File: src/rtl/serial_addsub_nbit_if.sv
// Handshake and data bundle for the serial add/subtract unit.
// The master side is the producer/consumer pair; the slave side is the arithmetic block.
interface serial_addsub_nbit_if #(
  parameter int unsigned N = 8
);
  logic         in_valid;
  logic         in_ready;
  logic [N-1:0] x;
  logic [N-1:0] y;
  logic         sub_en;
  logic         out_valid;
  logic         out_ready;
  logic [N-1:0] s;
  logic         c_out;
  logic         overflow;
  logic         busy;

  modport master (
    output in_valid, x, y, sub_en, out_ready,
    input  in_ready, out_valid, s, c_out, overflow, busy
  );

  modport slave (
    input  in_valid, x, y, sub_en, out_ready,
    output in_ready, out_valid, s, c_out, overflow, busy
  );
endinterface

File: src/rtl/serial_addsub_nbit.sv
// Multi-cycle N-bit two's-complement adder/subtractor working D bits per clock, LSB chunk first.
// Subtraction is done as x + ~y + 1: y is inverted at capture and the initial carry is sub_en.
module serial_addsub_nbit #(
  parameter int unsigned N = 8,
  parameter int unsigned D = 2
) (
  input logic                clk,
  input logic                rst_n,
  serial_addsub_nbit_if.slave bus
);

  if (N < 2 || D < 1 || D > N || (N % D) != 0) begin : g_param_err
    $error("serial_addsub_nbit: N must be >= 2 and a multiple of D, with 1 <= D <= N");
  end

  localparam int unsigned Chunks  = N / D;
  localparam int unsigned CntW    = (Chunks > 1) ? $clog2(Chunks) : 1;
  localparam logic [CntW-1:0] LastCnt = CntW'(Chunks - 1);

  typedef enum logic [1:0] {StIdle, StCalc, StDone} state_e;

  state_e          state_q, state_d;
  logic [N-1:0]    x_q, x_d;
  logic [N-1:0]    y_q, y_d;
  logic [N-1:0]    s_q, s_d;
  logic            carry_q, carry_d;
  logic            c_out_q, c_out_d;
  logic            ovf_q, ovf_d;
  logic [CntW-1:0] cnt_q, cnt_d;

  logic [D-1:0]    x_chunk, y_chunk, sum_chunk;
  logic            carry_chunk;
  logic            msb_carry_in;

  // One D-bit slice of the ripple adder, selected by the chunk counter.
  always_comb begin
    x_chunk = x_q[cnt_q*D +: D];
    y_chunk = y_q[cnt_q*D +: D];
    {carry_chunk, sum_chunk} = {1'b0, x_chunk} + {1'b0, y_chunk} + {{D{1'b0}}, carry_q};
    // Carry into bit N-1 recovered from the full-adder relation on the top bit.
    msb_carry_in = x_q[N-1] ^ y_q[N-1] ^ sum_chunk[D-1];
  end

  // Next-state and datapath updates for the IDLE/CALC/DONE sequencer.
  always_comb begin
    state_d = state_q;
    x_d     = x_q;
    y_d     = y_q;
    s_d     = s_q;
    carry_d = carry_q;
    c_out_d = c_out_q;
    ovf_d   = ovf_q;
    cnt_d   = cnt_q;
    unique case (state_q)
      StIdle: begin
        if (bus.in_valid) begin
          x_d     = bus.x;
          y_d     = bus.y ^ {N{bus.sub_en}};
          carry_d = bus.sub_en;
          cnt_d   = '0;
          state_d = StCalc;
        end
      end
      StCalc: begin
        s_d[cnt_q*D +: D] = sum_chunk;
        carry_d           = carry_chunk;
        cnt_d             = cnt_q + 1'b1;
        if (cnt_q == LastCnt) begin
          c_out_d = carry_chunk;
          ovf_d   = msb_carry_in ^ carry_chunk;
          state_d = StDone;
        end
      end
      StDone: begin
        if (bus.out_ready) begin
          state_d = StIdle;
        end
      end
      default: state_d = StIdle;
    endcase
  end

  // State and datapath registers; reset discards any operation in flight.
  always_ff @(posedge clk or negedge rst_n) begin
    if (!rst_n) begin
      state_q <= StIdle;
      x_q     <= '0;
      y_q     <= '0;
      s_q     <= '0;
      carry_q <= 1'b0;
      c_out_q <= 1'b0;
      ovf_q   <= 1'b0;
      cnt_q   <= '0;
    end else begin
      state_q <= state_d;
      x_q     <= x_d;
      y_q     <= y_d;
      s_q     <= s_d;
      carry_q <= carry_d;
      c_out_q <= c_out_d;
      ovf_q   <= ovf_d;
      cnt_q   <= cnt_d;
    end
  end

  assign bus.in_ready  = (state_q == StIdle);
  assign bus.out_valid = (state_q == StDone);
  assign bus.busy      = (state_q != StIdle);
  assign bus.s         = s_q;
  assign bus.c_out     = c_out_q;
  assign bus.overflow  = ovf_q;

endmodule
File: src/flat_wrapper.sv
// flat-port wrapper written by rule: the top's interface ports become plain ports
module serial_addsub_nbit_flat 
#(
  parameter int unsigned N = 8,
  parameter int unsigned D = 2
)
  (clk, rst_n, bus_in_valid, bus_x, bus_y, bus_sub_en, bus_out_ready, bus_in_ready, bus_out_valid, bus_s, bus_c_out, bus_overflow, bus_busy);
  serial_addsub_nbit_if #(.N(N)) bus_i ();
  input logic clk;
  input logic rst_n;
  input wire logic [$bits(bus_i.in_valid)-1:0] bus_in_valid;
  input wire logic [$bits(bus_i.x)-1:0] bus_x;
  input wire logic [$bits(bus_i.y)-1:0] bus_y;
  input wire logic [$bits(bus_i.sub_en)-1:0] bus_sub_en;
  input wire logic [$bits(bus_i.out_ready)-1:0] bus_out_ready;
  output wire logic [$bits(bus_i.in_ready)-1:0] bus_in_ready;
  output wire logic [$bits(bus_i.out_valid)-1:0] bus_out_valid;
  output wire logic [$bits(bus_i.s)-1:0] bus_s;
  output wire logic [$bits(bus_i.c_out)-1:0] bus_c_out;
  output wire logic [$bits(bus_i.overflow)-1:0] bus_overflow;
  output wire logic [$bits(bus_i.busy)-1:0] bus_busy;
  assign bus_i.in_valid = bus_in_valid;
  assign bus_i.x = bus_x;
  assign bus_i.y = bus_y;
  assign bus_i.sub_en = bus_sub_en;
  assign bus_i.out_ready = bus_out_ready;
  assign bus_in_ready = bus_i.in_ready;
  assign bus_out_valid = bus_i.out_valid;
  assign bus_s = bus_i.s;
  assign bus_c_out = bus_i.c_out;
  assign bus_overflow = bus_i.overflow;
  assign bus_busy = bus_i.busy;
  serial_addsub_nbit #(.N(N), .D(D)) u_core (.clk(clk), .rst_n(rst_n), .bus(bus_i));
endmodule
File: config.mk
export PLATFORM = sky130hd
export DESIGN_NAME = serial_addsub_nbit_flat
export DESIGN_NICKNAME = d
export VERILOG_FILES = /design/src/rtl/serial_addsub_nbit_if.sv /design/src/rtl/serial_addsub_nbit.sv /design/src/flat_wrapper.sv
export SDC_FILE = /design/constraint.sdc
export NUM_CORES = 1
export LEC_CHECK = 0
export ABC_AREA = 1
export CAP_MARGIN = 20
export CORE_ASPECT_RATIO = 0.7
export CORE_MARGIN = 8
export CORE_UTILIZATION = 46
export CTS_CLUSTER_SIZE = 16
export DETAILED_ROUTE_END_ITERATION = 7
export PLACE_DENSITY = 0.83
export SLEW_MARGIN = 10
export SYNTH_ARGS = -nofsm -noshare
export SYNTH_HDL_FRONTEND = slang
export SYNTH_SLANG_ARGS = --single-unit
File: constraint.sdc
create_clock -name clk -period 2.4 [get_ports clk]
set_input_delay 0.24 -clock clk [delete_from_list [all_inputs] [get_ports clk]]
set_output_delay 0.24 -clock clk [all_outputs]
set_load 0.03 [all_outputs]
* Word level (Yosys, flattened, before mapping)
Index checks and enable logic that the tools add are counted.
W data, S select, Z words.
** Storage, ports and cells
- Input port bits :: 21
- Register bits after elaboration :: 31
- Word-level logic and storage cells :: 42
** Cells by class
- Bitwise logic cells :: 4
- Reduce and logical (&&, ||, !) cells :: 7
- Mux-type cells :: 9
- Shift operators :: 4
- Equal/unequal tests :: 6
- Add/subtract/negate cells :: 4
** Operators with widths (count)
- $neg A3 Y34 :: 1
- $shift A2 B34 Y8 const A :: 1
- $shiftx A2 B34 Y8 :: 1
- $shiftx A8 B4 Y2 :: 2
- $bwmux W8 :: 1
- $mux W2 :: 4
- $xor A8 B8 Y8 :: 1
- $pmux W2 S3 :: 1
- $reduce_and A2 Y1 :: 3
- $eq A2 B2 Y1 const B :: 2
- $ne A2 B2 Y1 const B :: 2
- $pmux W2 S2 :: 1
- $reduce_bool A2 Y1 :: 2
- $add A2 B2 Y3 :: 1
- $add A3 B1 Y3 :: 1
- $reduce_and A3 Y1 :: 1
- $xor A1 B1 Y1 :: 3
- $add A2 B1 Y2 const B :: 1
- $eq A2 B1 Y1 const B :: 1
- $logic_not A2 Y1 :: 1
- $ne A2 B1 Y1 const B :: 1
- $pmux W1 S2 :: 1
- $mux W1 :: 1

* Depth between registers and ports, before layout
Gate-level depths: netlist of the first run.
- Depth after elaboration :: 5
- Mapped depth :: 12

* Worst setup path after synthesis of the first run
No wires, ideal clock.
- Path kind :: reg-to-reg
- Start point :: reg u_core.cnt_q[0]
- End point :: reg u_core.s_q[7], in the netlist u_core.bus.s[7]
- Clock period less this slack :: 2.276 ns
- Data required time :: 2.317 ns
- Setup slack :: 0.124 ns
- Cell stages (with the launch flop) :: 11
- Data arrival time :: 2.193 ns
- Cells stage by stage :: dfrtp_1 > inv_1 > buf_2 > o21ai_0 > o22ai_1 > fa_1 > fa_1 > nand2_1 > nor2_1 > nand2_1 > o21ai_0
** Between the ends
- Word-level cells in the longest chain between the ends :: 5
- Elaborated cells between the ends (all ways) :: 8
** Ends and longest elaborated chain
- start, declared :: RTL line serial_addsub_nbit.sv:29 : logic [CntW-1:0] cnt_q, cnt_d;
- start signal, assigned :: RTL line serial_addsub_nbit.sv:102 : cnt_q <= cnt_d;
- $shiftx A8 B4 Y2 (on tied branches) :: RTL line serial_addsub_nbit.sv:37, serial_addsub_nbit.sv:38
- $add A2 B2 Y3 :: RTL line serial_addsub_nbit.sv:39 : {carry_chunk, sum_chunk} = {1'b0, x_chunk} + {1'b0, y_chunk} + {{D{1'b0}}, carry_q};
- $add A3 B1 Y3 :: RTL line serial_addsub_nbit.sv:39
- $shiftx A2 B34 Y8 :: RTL line serial_addsub_nbit.sv:65 : s_d[cnt_q*D +: D] = sum_chunk;
- $bwmux W8 * :: RTL line serial_addsub_nbit.sv:65
- end signal, assigned :: RTL line serial_addsub_nbit.sv:89 : s_q <= '0;
- end signal, assigned :: RTL line serial_addsub_nbit.sv:98 : s_q <= s_d;
- end, declared :: RTL line serial_addsub_nbit.sv:25 : logic [N-1:0] s_q, s_d;
Mark *: on every way between the ends. The rest lies on a longest branch, timed or not.
A chain may end at the register's enable or synchronous reset.

* Final worst setup path of the first run
Ends and elaborated chain as after synthesis.

==> metrics.md, run 1 <==
| Metric | Value |
|---|---|
| Status | completed |
| CTS tree | yes |
| Worst Path Class, Setup | flop to flop |
| Worst Path Required | 2.60 ns |
| Clock Sinks | 31 |
| R2R Setup Slk | 0.10 ns |
| Placed cell count | 277 |
| Initial antenna violation count | 0 |
| Period minus WS final | 2.30 ns |
| Worst-skew pair later-pin latency | 0.28 ns |
| Max FO, Critical Path | 10 |
| Gr usage total | 13.2% |
| Core area | 3490 um2 |
| Fin. Hold Viols | 0 |
| Startpoint Class | flop |
| R2R depth | 9 |
| Max Clock Skew | 0.00503 ns |
| Max-Cap Viols | 0 |
| First-pass GRT wire length | 5.86 mm |
| Sequential area share after synthesis | 46.6% |
| Synth warn | 0 |
| Lkg Pwr | 0.981 nW |
| Power density cells | 1490 nW/um2 |
| Final setup violation count | 0 |
| Critical Path Sink | u_core.bus.s[7] |
| Most frequent cells in the layout | nand2_1, clkdlybuf4s50_1, dfrtp_1, o21ai_0 |
| # IOs | 34 |
| Worst VDD drop | 0.626 mV |
| RePlAce Congestion | 0.857 |
| I/O Buffers | 33 |
| Reg-to-reg startpoint | u_core.cnt_q[0] |
| Ant. Diodes | 0 |
| Die area | 5830 um2 |
| DR WL/cell | 12.4 um |
| FMAX | 435 MHz |
| Pwr Total | 0.00319 W |
| Die X-Extent | 87.9 um |
| Clk buf depth | 2 |
| Worst Max-Slew Pin Slew | 0.504 ns |
| Vias/cell | 4.74 |
| GR Overflow Total | 0 |
| Overall routed net length | 3.51 mm |
| Most common cell after layout, fill and taps aside | nand2_1 |
| Num CTS Buffers | 5 |
| Drt first pass iters | 4 |
| FP Rows | 18 |
| Syn nets | 224 |
| Avg Inst Size Synth | 8.54 um2 |
| Dpl ws | 0.0387 ns |
| Die Ht | 66.3 um |
| Root buffer selected by CTS | clkbuf_8 |
| Hold Path Class | input port to asynchronous set/reset pin |
| Final WS setup | 0.102 ns |
| Post-synthesis cell area | 1670 um2 |
| #FFs+latches synth | 31 |
| Hpwl dp | 2.52 mm |
| Worst r2r dst | u_core.bus.s[7] |
| Starting density of the core | 47.7% |
| Area grow syn2layout | 28.5% |
| Remaining DRCs | 0 |
| Crit-path slowest cell | fa_2 |
| Critical path origin | u_core.cnt_q[0] |
| Final core occ | 61.3% |
| Vias in the first global route | 1362 |
| Distinct cells, synth | 24 |
| Via Count | 1342 |
| H-tree Lvls | 2 |
| Slew Limit Fails | 0 |
| Nets | 263 |
| Final period utilization | 95.8% |
| Synth Instances | 195 |
| Initial DRC Count | 55 |
| Crit end category | flop |
| Hold-fix buffers, CTS | 0 |
| Critical Path AT | 2.50 ns |
| Largest net degree at the start of global routing | 32 |
| Layout cells sized above 1 | 14.6% |
| Worst-path clk slew | 0.06 ns |
| Rel. slew slack | 66.3% |
| Post-DRT Antenna Nets | 0 |
| Worst-path cell chain | buf_6, o21ai_2, o22ai_2, fa_2, fa_2, nand2_1, nor2_2, nand2_1, o21ai_0 |
| Non-Filler Instances | 283 |
| Hold_ws | 0.355 ns |
| Fillers | 314 |
| Critical path's largest stage delay | 0.60 ns |
-- area by class of cell --
| type | instances | area (um2) | area share, % |
|---|---|---|---|
| multi-input combinational | 140 | 786 | 36.7 |
| sequential | 31 | 777 | 36.3 |
| timing repair buffer | 38 | 372 | 17.4 |
| clock buffer | 6 | 72.6 | 3.39 |
| inverter | 18 | 70.1 | 3.27 |
| tap | 50 | 62.6 | 2.92 |
-- report_power, final --
part | leakage (nW) | internal [W] | switching (W) | total, W
registers | 0.394 | 0.000758 | 0.000174 | 0.000932
clock network | 0.0371 | 0.000193 | 0.000174 | 0.000367
logic | 0.550 | 0.000743 | 0.00115 | 0.00189
-- stage by stage --
step / instance area, um2 / TNS, ns
after floorplan: 1670 / 0
after global placement: 2040 / 0
after detailed placement: 2040 / 0
after CTS: 2120 / 0
after global routing: 2140 / -0.0720
final: 2140 / 0
-- how the worst min path moves through the flow --
stage | endpoint | slack (ns)
6_report | u_core.bus.s[4] | 0.36
5_1_grt | u_core.bus.s[0] | 0.40
4_1_cts | u_core.bus.s[3] | 0.37
3_5_place_dp | u_core.x_q[2] | 0.46
3_3_place_gp | u_core.x_q[2] | 0.46
2_1_floorplan | u_core.bus.c_out | -0.06
-- cells in the mapped netlist (all sizes together) --
cell    count  area share (%)
buf         6             3.2
dfrtp      31              47
fa          2             2.4
ha          6             4.5
inv        18             4.2
nand2      66              16
nand3       4             1.2
nand4       2            0.75
nor2       16             4.1
o211ai      1            0.45
o21ai      30              11
o22ai       4             1.5
o31ai       1            0.45
xnor2       8             4.2
-- flip-flops by register name (all words and copies together), names as in the netlist --
signal	count
u_core.bus.s	8
u_core.x_q	8
u_core.y_q	8
u_core.cnt_q	2
u_core.state_q	2
u_core.bus.c_out	1
u_core.bus.overflow	1
u_core.carry_q	1
-- routing by layer --
layer / vias to the layer above / global-route usage (%) / share of wire [%]
li1: 695 / - / -
met3: 7 / 4.71 / 5.4
met1: 606 / 14.9 / 45
met2: 34 / 21.5 / 48
met4: 0 / 7.46 / 1.5
met5: - / 0 / 0
-- cells by family after synthesis --
group	count (synthesis)	synth area share [%]
xor+xnor	8	4.21
compound gates	36	13.2
flops	31	46.6
buf+inv	24	7.44
fa+ha+maj	8	6.91
simple gates	88	21.6
-- critical path, delay by kind of cell, from the launching register on --
kind	cells	cell delay, ns
AO/OA/AOI/OAI	3	0.40
adder cells (fa/ha/maj)	2	0.98
buffers and inverters	1	0.16
flip-flops	1	0.42
AND/OR/NAND/NOR	3	0.26
-- repair_timing --
item | 4_1_cts | 5_1_grt
setup buffers | 0 | 0
pin swaps | 1 | 1
resized for setup | 3 | 10
setup endpoints to repair | 4 | 4
cloned | 0 | 0
(Power assumes the default switching activity.)
==> run 2, diff against run 1 <==
--- a/config.mk
+++ b/config.mk
@@ -12,6 +12,7 @@
 export CORE_UTILIZATION = 46
 export CTS_CLUSTER_SIZE = 16
 export DETAILED_ROUTE_END_ITERATION = 7
+export GPL_TIMING_DRIVEN = 0
 export PLACE_DENSITY = 0.83
 export SLEW_MARGIN = 10
 export SYNTH_ARGS = -nofsm -noshare
==> run 2 against run 1 <==
Compared with the run above: first-iteration DRC count down 16%; via count up 4.9%; worst hold slack worse by 0.35 ns; largest power group unchanged; critical endpoint is now u_core.bus.s[5]; largest cell class unchanged; cell count up 3.9%.
==> metrics.md, run 2 (synthesis results as in run 1) <==
| Metric | Value |
|---|---|
| Status | completed |
| Die area | 5830 um2 (unchanged) |
| Crit-path slowest cell | fa_2 |
| Ant. Diodes | 0 (unchanged) |
| Hold Path Class | input port to asynchronous set/reset pin |
| Hold_ws | 0.00972 ns (-0.345 ns) |
| Non-Filler Instances | 294 (+3.9%) |
| Final core occ | 65.2% (+3.9 points) |
| Pwr Total | 0.00349 W (+9.3%) |
| # IOs | 34 (unchanged) |
| H-tree Lvls | 2 (unchanged) |
| Layout cells sized above 1 | 21.7% (+7.1 points) |
| Slew Limit Fails | 0 (unchanged) |
| Worst-path clk slew | 0.07 ns (about the same) |
| Num CTS Buffers | 5 (unchanged) |
| Vias/cell | 4.79 (+0.99%) |
| Starting density of the core | 47.7% (unchanged) |
| FMAX | 420 MHz (-3.6%) |
| GR Overflow Total | 0 (unchanged) |
| Via Count | 1408 (+4.9%) |
| Crit end category | flop |
| Hold-fix buffers, CTS | 0 (unchanged) |
| Die Ht | 66.3 um (unchanged) |
| Die X-Extent | 87.9 um (unchanged) |
| Fin. Hold Viols | 0 (unchanged) |
| Max Clock Skew | 0.00757 ns (+0.00254 ns) |
| Startpoint Class | flop |
| Root buffer selected by CTS | clkbuf_8 |
| Drt first pass iters | 4 (unchanged) |
| Hpwl dp | 2.57 mm (+1.8%) |
| Critical Path AT | 2.57 ns (+0.07 ns) |
| Initial antenna violation count | 0 (unchanged) |
| Max-Cap Viols | 0 (unchanged) |
| Max FO, Critical Path | 5 (-5) |
| Worst-path cell chain | inv_4, buf_8, o21ai_2, o22ai_2, fa_2, fa_2, nand2_2, nor2_1, nand2_1, o21ai_0 |
| Clk buf depth | 2 (unchanged) |
| CTS tree | yes |
| Initial DRC Count | 46 (-16%) |
| First-pass GRT wire length | 5.95 mm (+1.6%) |
| Period minus WS final | 2.38 ns (+0.0850 ns) |
| Critical path's largest stage delay | 0.62 ns (+0.02 ns) |
| Sequential cell area | 778 um2 (+0.16%) |
| Nets | 272 (+3.4%) |
| Final setup violation count | 0 (unchanged) |
| Area grow syn2layout | 36.6% |
| RSZ-0062 raised after global routing | yes |
| Lkg Pwr | 1.05 nW (+7.2%) |
| Buffers plus inverters on the worst setup path | 2 (+1) |
| Most frequent cells in the layout | nand2_1, clkdlybuf4s50_1, dfrtp_1, o21ai_0 |
| Most common cell after layout, fill and taps aside | nand2_1 |
| CP delay by family, top | adder cells |
| Worst-skew pair later-pin latency | 0.27 ns (about the same) |
| Gr usage total | 13.0% (-0.20 points) |
| Worst VDD drop | 0.667 mV (+6.5%) |
| Rel. slew slack | 53.9% (-12 points) |
| Clock Sinks | 31 (unchanged) |
| Worst Path Class, Setup | flop to flop |
| Final period utilization | 99.3% (+3.5 points) |
| Worst Path Required | 2.59 ns (about the same) |
| Setup TNS | 0 ns (unchanged) |
| I/O Buffers | 32 (-3.0%) |
| RePlAce Congestion | 0.816 (-4.8%) |
| DR WL/cell | 12.7 um (+2.3%) |
| Overall routed net length | 3.74 mm (+6.3%) |
| Largest net degree at the start of global routing | 32 (unchanged) |
| Fillers | 306 (-2.5%) |
| Core area | 3490 um2 (unchanged) |
| Post-DRT Antenna Nets | 0 (unchanged) |
| FP Rows | 18 (unchanged) |
| Area of the multi-input gates | 806 um2 (+2.5%) |
| Remaining DRCs | 0 (unchanged) |
| Most frequent CP cell | fa_2 |
| Power density cells | 1540 nW/um2 (+2.8%) |
| Worst Max-Slew Pin Slew | 0.691 ns (+0.187 ns) |
| Placed cell count | 277 (unchanged) |
| Vias in the first global route | 1341 (-1.5%) |
## run 2: changes by cell type in the layout (fill, tap and decap cells not counted), sizes merged
| cell | previous run | this run |
|---|---|---|
| clkdlybuf4s50 | 33 | 31 |
| clkinv | 0 | 1 |
| clkbuf | 6 | 8 |
| buf | 5 | 15 |
## run 2: metrics by stage
step	worst slack, ns	area, um2
2_1_floorplan	0.124	1670
3_3_place_gp	-0.143	2050
3_5_place_dp	-0.230	2040
4_1_cts	0.00992	2140
5_1_grt	-0.0914	2270
6_report	0.0168	2270
## run 2: final cells by class
type	instances	share of cell area [%]
timing repair buffer	41	17.6
clock buffer	7	3.36
tap	50	2.75
buffer	6	3.25
inverter	18	3.19
clock inverter	1	0.220
multi-input combinational	140	35.4
sequential	31	34.2
## run 2: power breakdown
part	switching (W)	internal (W)
Clock	0.000182	0.000203
Combinational	0.00126	0.000912
Sequential	0.000179	0.000760
Total	0.00162	0.00187
## run 2: repair_timing
item                       in CTS  in global routing
setup buffers                   1                  7
pin swaps                       0                  7
resized for setup               5                 22
gates cloned                    0                  1
setup endpoints to repair       5                  5
## run 2: final timing paths
kind | start | slack [ns] | end | cells past startpoint
hold reg to reg | u_core.bus.overflow | 0.48 | u_core.bus.overflow | 2
setup reg to reg | u_core.cnt_q[0] | 0.02 | u_core.bus.s[5] | 10
hold / removal | rst_n | 0.01 | u_core.carry_q | 1
max in group asynchronous | rst_n | 1.91 | u_core.cnt_q[0] | 1
min in group clk | bus_sub_en | 0.37 | u_core.carry_q | 3
setup / recovery | u_core.cnt_q[0] | 0.02 | u_core.bus.s[5] | 10
## run 2: worst register-to-register path, stage by stage, from the launching register on
cell and delay, ns:
dfrtp_2 0.43, inv_4 0.07, buf_8 0.13, o21ai_2 0.11, o22ai_2 0.10, fa_2 0.40
fa_2 0.62, nand2_2 0.10, nor2_1 0.12, nand2_1 0.07, o21ai_0 0.15
## run 2: per-layer routing
metal,up-vias,routed length [um],GRT usage [%]
met3,2,210,4.34
li1,716,-,-
met1,654,1710,16.4
met4,0,12,4.05
met2,36,1800,20.7
met5,-,0,0
==> run 3, diff against run 2 <==
--- a/config.mk
+++ b/config.mk
@@ -12,8 +12,7 @@
 export CORE_UTILIZATION = 46
 export CTS_CLUSTER_SIZE = 16
 export DETAILED_ROUTE_END_ITERATION = 7
-export GPL_TIMING_DRIVEN = 0
-export PLACE_DENSITY = 0.83
+export PLACE_DENSITY = 0.77
 export SLEW_MARGIN = 10
 export SYNTH_ARGS = -nofsm -noshare
 export SYNTH_HDL_FRONTEND = slang
==> run 3 against run 2 <==
Compared with the run above: sequential power down 2%; sequential share of layout area up 1.4 points; via count down 4.4%; sequential cell count unchanged.
==> metrics.md, run 3 (synthesis results as in run 1) <==
| Metric | Value |
|---|---|
| Status | completed |
| Remaining DRCs | 0 (unchanged) |
| R2R Setup Slk | 0.15 ns (+0.14 ns) |
| Worst-skew pair later-pin latency | 0.28 ns (about the same) |
| R2R depth | 9 (-1) |
| Lkg Pwr | 1.01 nW (-4.4%) |
| Vias/cell | 4.66 (-2.7%) |
| H-tree Lvls | 2 (unchanged) |
| Starting density of the core | 47.7% (unchanged) |
| Hold Path Class | input port to asynchronous set/reset pin |
| Core area | 3490 um2 (unchanged) |
| Vias in the first global route | 1351 (+0.75%) |
| Dpl ws | 0.102 ns (+0.331 ns) |
| Final core occ | 62.5% (-2.7 points) |
| Die X-Extent | 87.9 um (unchanged) |
| Clk buf depth | 2 (unchanged) |
| Most frequent CP cell | fa_2 |
| Critical path's largest stage delay | 0.63 ns (about the same) |
| FP Rows | 18 (unchanged) |
| Post-DRT Antenna Nets | 0 (unchanged) |
| # IOs | 34 (unchanged) |
| GR Overflow Total | 0 (unchanged) |
| Crit end category | flop |
| Most frequent cells in the layout | nand2_1, clkdlybuf4s50_1, dfrtp_1 |
| Critical Path AT | 2.46 ns (-0.11 ns) |
| Root buffer selected by CTS | clkbuf_8 |
| First-pass GRT wire length | 5.80 mm (-2.6%) |
| Critical path origin | u_core.cnt_q[0] |
| Pwr Total | 0.00324 W (-7.2%) |
| Hpwl dp | 2.48 mm (-3.3%) |
| Power density cells | 1490 nW/um2 (-3.2%) |
| RePlAce Congestion | 0.822 (+0.71%) |
| Worst VDD drop | 0.627 mV (-6.0%) |
| Finished Cell Area | 2180 um2 (-4.1%) |
| Max FO, Critical Path | 7 (+2) |
| Die Ht | 66.3 um (unchanged) |
| Reg-to-reg startpoint | u_core.cnt_q[0] |
| Worst-path cell chain | buf_6, o21ai_2, o22ai_2, fa_2, fa_2, nand2_2, nor2_2, nand2_1, o21ai_1 |
| DR WL/cell | 11.6 um (-8.4%) |
| Hold-fix buffers, CTS | 0 (unchanged) |
| Fin. Hold Viols | 0 (unchanged) |
| Num CTS Buffers | 5 (unchanged) |
| FMAX | 445 MHz (+6.0%) |
| Largest net degree at the start of global routing | 32 (unchanged) |
| Setup TNS | 0 ns (unchanged) |
| Most common cell after layout, fill and taps aside | nand2_1 |
| Max-Cap Viols | 0 (unchanged) |
| Worst Path Required | 2.61 ns (+0.02 ns) |
| Rel. slew slack | 66.3% (+12 points) |
| Initial DRC Count | 71 (+54%) |
| Via Count | 1346 (-4.4%) |
| Nets | 267 (-1.8%) |
| Layout cells sized above 1 | 16.7% (-5.0 points) |
| Area grow syn2layout | 31.0% |
| Final period utilization | 93.7% (-5.6 points) |
| Slew Limit Fails | 0 (unchanged) |
| Gr usage total | 12.7% (-0.32 points) |
| Final setup violation count | 0 (unchanged) |
| Max Clock Skew | 0.00373 ns (-0.00384 ns) |
| CTS tree | yes |
| Startpoint Class | flop |
| Clock Sinks | 31 (unchanged) |
| Worst r2r dst | u_core.bus.s[3] |
| Final WS setup | 0.152 ns (+0.135 ns) |
| Period minus WS final | 2.25 ns (-0.135 ns) |
| Initial antenna violation count | 0 (unchanged) |
| Ant. Diodes | 0 (unchanged) |
| Die area | 5830 um2 (unchanged) |
| I/O Buffers | 33 (+3.1%) |
| Worst Path Class, Setup | flop to flop |
| Placed Instance Area | 2050 um2 (+0.31%) |
| Worst Max-Slew Pin Slew | 0.503 ns (-0.188 ns) |
| RSZ-0062 raised after global routing | no |
| Worst-path clk slew | 0.07 ns (about the same) |
| Crit-path slowest cell | fa_2 |
| Overall routed net length | 3.36 mm (-10%) |
| Drt first pass iters | 4 (unchanged) |
-- run 3: changes by cell type in the layout (fill, tap and decap cells not counted), sizes merged --
cell / before / now
buf: 15 / 9
clkdlybuf4s50: 31 / 33
clkbuf: 8 / 7
-- run 3: report_power, final --
group          switching, W  leakage (nW)  total, W  internal (W)
logic               0.00114         0.569   0.00192      0.000779
registers          0.000165         0.394  0.000922      0.000758
clock network      0.000194        0.0422  0.000398      0.000203
total               0.00150          1.01   0.00324       0.00174
-- run 3: routing by layer --
metal,GRT usage (%),part of all wire [%],up-vias,wire length (um)
met3,4.34,5.0,2,168
met1,16.3,51,608,1710
met4,4.48,0.71,0,24
met5,0,0,-,0
li1,-,-,704,-
met2,19.5,43,32,1460
-- run 3: worst max-delay path by stage --
stage                     slack (ns)                  end  cells past startpoint
final                           0.15      u_core.bus.s[3]                      9
after global routing          0.0003  u_core.bus.overflow                     11
after detailed placement        0.10      u_core.bus.s[7]                      9
after floorplan                 0.12      u_core.bus.s[7]                     10
after global placement          0.15      u_core.bus.s[7]                      9
after CTS                       0.08      u_core.bus.s[5]                      9
-- run 3: final cells by class --
cell class / count / area [um2]
Clock buffer: 7 / 76.3
Clock inverter: 1 / 5.00
Fill cell: 302 / 1310
Inverter: 18 / 70.1
Multi-Input combinational cell: 140 / 788
Sequential cell: 31 / 777
Tap cell: 50 / 62.6
Timing Repair Buffer: 42 / 402
-- run 3: stage by stage --
stage               cells  hold slack [ns]
finish                289            0.357
floorplan             195          -0.0556
detailed placement    278            0.455
CTS                   286            0.370
global route          289            0.405
global placement      278            0.451
-- run 3: worst max-delay path, delay by kind of cell, from the launching register on --
kind	cells	cell delay, ns
fa+ha+maj	2	1.03
buf+inv	1	0.15
compound gates	3	0.33
flops	1	0.41
simple gates	3	0.24
-- run 3: what timing repair did --
| item | 4_1_cts | 5_1_grt |
|---|---|---|
| buffers inserted | 0 | 3 |
| gates resized for setup | 0 | 15 |
| endpoints found under the setup margin | 0 | 4 |
